<file path="src/rtl/mac_array_ctrl.sv">
// Job sequencer for the mac_tile array: accepts WS/OS jobs, re-arms the array,
// drives west instructions and memory read addresses, and raises output strobes.
module mac_array_ctrl #(
    parameter int row     = 8,
    parameter int col     = 8,
    parameter int len_bw  = 8,
    parameter int addr_bw = 11
) (
    input  logic               clk,
    input  logic               reset,
    input  logic               start,
    input  logic               mode_sel,
    input  logic [len_bw-1:0]  k_len,
    input  logic [addr_bw-1:0] w_base,
    input  logic [addr_bw-1:0] x_base,
    output logic [1:0]         inst_w,
    output logic               mode,
    output logic               array_rst,
    output logic               xmem_ren,
    output logic [addr_bw-1:0] xmem_addr,
    output logic               feed_zero,
    output logic               ofifo_wr,
    output logic               os_rd,
    output logic               busy,
    output logic               done
);

    // state | meaning
    // IDLE  | waiting for start
    // PREP  | array_rst pulse, job parameters latched
    // LOAD  | WS weight load, col cycles
    // GAP   | one bubble between load and execute
    // EXEC  | activation stream, k_len cycles
    // DRAIN | WS psum drain, row+col cycles
    // SKEW  | OS zero-feed skew flush, row+col-2 cycles
    // RDOUT | OS result readout, row cycles
    // DONE  | one-cycle completion pulse

    localparam int LEN_MAX  = (1 << len_bw) - 1;
    localparam int CNT_MAX  = (LEN_MAX > row + col) ? LEN_MAX : row + col;
    localparam int CNT_W    = $clog2(CNT_MAX + 1);
    localparam int SKEW_LEN = row + col - 2;

    typedef logic [CNT_W-1:0]   cnt_t;
    typedef logic [addr_bw-1:0] addr_t;

    localparam cnt_t LOAD_TC  = cnt_t'(col - 1);
    localparam cnt_t DRAIN_TC = cnt_t'(row + col - 1);
    localparam cnt_t SKEW_TC  = cnt_t'((SKEW_LEN > 0) ? SKEW_LEN - 1 : 0);
    localparam cnt_t RDOUT_TC = cnt_t'(row - 1);
    localparam cnt_t ROW_CNT  = cnt_t'(row);
    localparam cnt_t CNT_ONE  = cnt_t'(1);

    typedef enum logic [3:0] {
        S_IDLE, S_PREP, S_LOAD, S_GAP, S_EXEC, S_DRAIN, S_SKEW, S_RDOUT, S_DONE
    } state_t;

    state_t              state, state_nxt;
    cnt_t                cnt, cnt_nxt;
    cnt_t                dly_cnt, dly_nxt;
    cnt_t                wr_cnt, wr_nxt;
    cnt_t                k_tc;
    logic [len_bw-1:0]   k_q;
    addr_t               w_q, x_q, addr_nxt;
    logic [1:0]          inst_w_nxt;
    logic                ofifo_nxt;

    assign k_tc = cnt_t'(k_q) - CNT_ONE;

    always_comb begin
        state_nxt = state;
        cnt_nxt   = cnt;
        addr_nxt  = xmem_addr;
        unique case (state)
            S_IDLE: if (start) state_nxt = S_PREP;
            S_PREP: begin
                if (k_q == '0) begin
                    state_nxt = S_DONE;
                end else if (!mode) begin
                    state_nxt = S_LOAD;
                    cnt_nxt   = LOAD_TC;
                    addr_nxt  = w_q;
                end else begin
                    state_nxt = S_EXEC;
                    cnt_nxt   = k_tc;
                    addr_nxt  = x_q;
                end
            end
            S_LOAD: begin
                if (cnt == '0) begin
                    state_nxt = S_GAP;
                end else begin
                    cnt_nxt  = cnt - CNT_ONE;
                    addr_nxt = xmem_addr + addr_t'(1);
                end
            end
            S_GAP: begin
                state_nxt = S_EXEC;
                cnt_nxt   = k_tc;
                addr_nxt  = x_q;
            end
            S_EXEC: begin
                if (cnt != '0) begin
                    cnt_nxt  = cnt - CNT_ONE;
                    addr_nxt = xmem_addr + addr_t'(1);
                end else if (!mode) begin
                    state_nxt = S_DRAIN;
                    cnt_nxt   = DRAIN_TC;
                end else if (SKEW_LEN > 0) begin
                    state_nxt = S_SKEW;
                    cnt_nxt   = SKEW_TC;
                end else begin
                    state_nxt = S_RDOUT;
                    cnt_nxt   = RDOUT_TC;
                end
            end
            S_DRAIN: begin
                if (cnt == '0) state_nxt = S_DONE;
                else           cnt_nxt   = cnt - CNT_ONE;
            end
            S_SKEW: begin
                if (cnt == '0) begin
                    state_nxt = S_RDOUT;
                    cnt_nxt   = RDOUT_TC;
                end else begin
                    cnt_nxt = cnt - CNT_ONE;
                end
            end
            S_RDOUT: begin
                if (cnt == '0) state_nxt = S_DONE;
                else           cnt_nxt   = cnt - CNT_ONE;
            end
            S_DONE:  state_nxt = S_IDLE;
            default: state_nxt = S_IDLE;
        endcase
    end

    always_comb begin
        inst_w_nxt = 2'b00;
        unique case (state_nxt)
            S_LOAD:         inst_w_nxt = 2'b01;
            S_EXEC, S_SKEW: inst_w_nxt = 2'b10;
            default:        inst_w_nxt = 2'b00;
        endcase
    end

    // psum write window: armed entering WS EXEC, opens row cycles later, lasts k_len cycles
    always_comb begin
        dly_nxt   = dly_cnt;
        wr_nxt    = wr_cnt;
        ofifo_nxt = 1'b0;
        if (state == S_GAP)      dly_nxt = ROW_CNT;
        else if (dly_cnt != '0)  dly_nxt = dly_cnt - CNT_ONE;
        if (dly_cnt == CNT_ONE) begin
            wr_nxt    = cnt_t'(k_q);
            ofifo_nxt = 1'b1;
        end else if (wr_cnt != '0) begin
            wr_nxt    = wr_cnt - CNT_ONE;
            ofifo_nxt = (wr_cnt > CNT_ONE);
        end
    end

    always_ff @(posedge clk or posedge reset) begin
        if (reset) begin
            state     <= S_IDLE;
            cnt       <= '0;
            dly_cnt   <= '0;
            wr_cnt    <= '0;
            k_q       <= '0;
            w_q       <= '0;
            x_q       <= '0;
            mode      <= 1'b0;
            inst_w    <= 2'b00;
            array_rst <= 1'b0;
            xmem_ren  <= 1'b0;
            xmem_addr <= '0;
            feed_zero <= 1'b0;
            ofifo_wr  <= 1'b0;
            os_rd     <= 1'b0;
            busy      <= 1'b0;
            done      <= 1'b0;
        end else begin
            state     <= state_nxt;
            cnt       <= cnt_nxt;
            dly_cnt   <= dly_nxt;
            wr_cnt    <= wr_nxt;
            xmem_addr <= addr_nxt;
            if (state == S_IDLE && start) begin
                mode <= mode_sel;
                k_q  <= k_len;
                w_q  <= w_base;
                x_q  <= x_base;
            end
            inst_w    <= inst_w_nxt;
            array_rst <= (state_nxt == S_PREP);
            xmem_ren  <= (state_nxt == S_LOAD) || (state_nxt == S_EXEC);
            feed_zero <= (state_nxt == S_SKEW);
            ofifo_wr  <= ofifo_nxt;
            os_rd     <= (state_nxt == S_RDOUT);
            busy      <= (state_nxt != S_IDLE);
            done      <= (state_nxt == S_DONE);
        end
    end

endmodule

</file>
<file path="config.mk">
export PLATFORM = sky130hd
export DESIGN_NAME = mac_array_ctrl
export DESIGN_NICKNAME = d
export VERILOG_FILES = /design/src/rtl/mac_array_ctrl.sv
export SDC_FILE = /design/constraint.sdc
export NUM_CORES = 1
export LEC_CHECK = 0
export BUFFER_PORTS_ARGS = -buffer_cell sky130_fd_sc_hd__buf_2
export CAP_MARGIN = 30
export CORE_UTILIZATION = 61
export CTS_CLUSTER_SIZE = 14
export DETAILED_ROUTE_END_ITERATION = 8
export PLACE_DENSITY_LB_ADDON = 0.15
export SYNTH_ARGS = -nofsm -noshare
export SYNTH_HDL_FRONTEND = slang
export SYNTH_SLANG_ARGS = --single-unit
</file>
<file path="constraint.sdc">
create_clock -name clk -period 5.5 [get_ports clk]
set_clock_uncertainty 0.15 [all_clocks]
set_input_delay 1.1 -clock clk [delete_from_list [all_inputs] [get_ports clk]]
set_output_delay 1.1 -clock clk [all_outputs]
set_load 0.1 [all_outputs]
</file>
==> results.md <==
- Remaining Overflow, GRT: 0
- WL/cell: ~16 um
- GPL Wtd Cong: 0.871
- Storage element area: a little under 2000 um^2
- Total nets after synthesis: 525
- Crit end category: register
- # clock sinks: 79
- Post-route minimum period: 2.86 ns
- CTS tree: yes
- Setup-failing EPs final: 0
- Antenna Nets Post-Route: 0
- GRT Util Overall: 30.1%
- Cts bufs inserted: 9
- Commonest non-fill, non-tap cell in the layout: nand2_1
- Status: completed
- CTS root buf: clkbuf_8
- Chip height: 85.2 um
- Worst-Margin Slew: 0.896 ns
- FFs w/ async S/R, synth: between 90% and 100%
- Critical path type: reg -> reg
- Peak VDD IR: 0.358 mV
- Max Cap Viol: 0
- FILL cells: 530
- CP Launch Type: register
- Min-Delay Path Class: reg -> reg
- Worst skew pair latency: 0.35 ns
- Core box area: about 6500 um^2
- Leak Pwr: 2.23 nW
- Layout area overhead: 12.0%
- DRC viols: 0
- Pwr Density: 706 nW/um^2
- RSZ-0062 raised after global routing: false
- Clock-pin slew on the worst setup and hold paths: 0.08 ns
- YS warnings: 0
- Final hold violation count: 0
- Vias per cell: 6.00
- Layout cell share with drive strength beyond 1: ~16%
- Fmax: 0.349 GHz
- Vias post-DR: 3642
- TritonRoute pass-1 iters: 5
- Total wire length: roughly 9900 um
- Starting Density: 64.7%
- Die width: 85.2 um
- Post-Syn Instances: 482
- Final Cycle Share: 52.1%
- Post-CTS Resized: 0
- Hold-fix buffers, CTS: 0
- Sequential share of the synthesized area: between 40% and 50%
- Nets: between 500 and 600
- Setup Buffers After CTS: 0
- Initial antenna violation count: 0
- PnR Total Power: 3.34 mW
- IO Pins: 55
- First-pass GRT wire length: 16900 um
- Max Fanout on Critical Path: 34
- Dominant synthesized flop cell: dfrtp_1
- Most frequent cells in the layout: 112 x nand2_1, 79 x dfrtp_1, 54 x buf_2
- N_diodes: 0
- I/O Buffers: 54
- Die area: 7270 um^2
- Number of synthesized flops with an enable pin: 0
- Max-slew violation count: 0
- Synth Register Bits: 79
- Multi-input logic area: 2060 um^2
- Detail Placement HPWL: 6840 um
- DR iter-0 viols: 276
- # rows: 29
- Number of global-route vias before repair: 3623
- Clock Path Buffers: 2
- CP arrival: 2.95 ns
- Synth cell types: 63
- Deepest level of the CTS H-tree: 3
- Slew headroom: 40.2%
- Post-Syn Area per Cell: 8.77 um^2
- Worst Path Required: 5.59 ns
- Largest net degree at the start of global routing: 44
- Mapped cell area: 4230 um^2
- Final setup TNS: 0 ns
==> registers in the layout (all words and copies together), names as in the netlist, 2 cells and up <==
register	cells
state	4
wr_cnt	8
xmem_addr	11
k_q	8
inst_w	2
x_q	11
cnt	8
dly_cnt	8
w_q	11
==> stage by stage <==
step | setup slack, ns | cell area, um^2 | hold slack, ns | utilization (%) | cells
floorplan | 2.23 | 4230 | 0.287 | - | 482
global placement | 2.52 | 4510 | 0.307 | 69.1 | 592
detailed placement | 2.36 | 4510 | 0.314 | 69.1 | 592
CTS | 2.62 | 4730 | 0.332 | 72.5 | 607
global route | 2.32 | 4730 | 0.343 | 72.5 | 607
finish | 2.64 | 4730 | 0.336 | 72.5 | 607
==> area by class of cell <==
| type | count | share of cell area (%) |
|---|---|---|
| clock inverters | 5 | 1.72 |
| clock buffers | 10 | 2.91 |
| well taps | 77 | 2.04 |
| inverters | 18 | 1.43 |
| flip-flops and latches | 79 | 41.8 |
| repair buffers | 60 | 6.66 |
| multi-input cells | 358 | 43.5 |
==> synthesized netlist by cell type, drive strengths merged, types with 3 or more instances <==
cell	count	area [um^2]
o21ai	38	190
ha	9	113
or3	8	50.1
dfrtp	79	1980
a21oi	18	93.8
inv	17	63.8
xnor2	7	61.3
or4b	3	33.8
nor2b	3	18.8
nand2b	3	18.8
nand2	112	420
nor4	10	77.6
nor3	16	80.1
o31ai	8	60.1
clkbuf	24	93.8
and3	8	50.1
nand3	9	45.0
nor2	33	131
a211oi	6	45.0
a31oi	4	25.0
a221oi	11	96.3
and2	3	18.8
nor3b	4	30.0
buf	3	30.0
xor2	7	61.3
nand4	3	18.8
==> final timing paths <==
path                       slack (ns)  cells after the start                from             endpoint
min in group asynchronous        0.79                      2               reset  x_q[10]$_DFFE_PP0P_
hold reg to reg                  0.34                      2  w_q[3]$_DFFE_PP0P_   w_q[3]$_DFFE_PP0P_
setup / recovery                 2.64                      5  state[2]$_DFF_PP0_   k_q[1]$_DFFE_PP0P_
hold / removal                   0.34                      2  w_q[3]$_DFFE_PP0P_   w_q[3]$_DFFE_PP0P_
max in group asynchronous        3.39                      3               reset   k_q[3]$_DFFE_PP0P_
setup reg to reg                 2.64                      5  state[2]$_DFF_PP0_   k_q[1]$_DFFE_PP0P_
==> kinds of logic (layout without fill, tap and decap cells) <==
kind of cell	Yosys count	count (layout)	synth area share, %
DFF	79	79	46.8
xor gates and xnor gates	14	14	2.90
buffers and inverters	45	93	4.53
adders and majority gates	9	9	2.66
AOI/OAI and AO/OA	105	105	16.3
muxes	3	3	0.740
and+or+nand+nor	227	227	26.1
==> critical path, cell delays in order (launching register included) <==
cell and delay (ns):
dfrtp_1 0.81, nor4_1 0.11, nand2_1 0.09, buf_4 0.31, clkinv_1 0.80, o21ai_0 0.46
==> layer usage <==
| metal | up-vias | track usage [%] | share of wire [%] |
|---|---|---|---|
| li1 | 1779 | - | - |
| met1 | 1723 | 39.6 | 45 |
| met2 | 113 | 47.9 | 47 |
| met3 | 27 | 6.32 | 5.2 |
| met4 | 0 | 14.6 | 3.3 |
| met5 | - | 0 | 0 |
==> power breakdown <==
part / internal [mW] / switching (mW)
Combinational: 0.546 / 1.16
Clock: 0.266 / 0.215
Sequential: 0.846 / 0.309
Note: power is estimated with default switching activity, not from simulation.
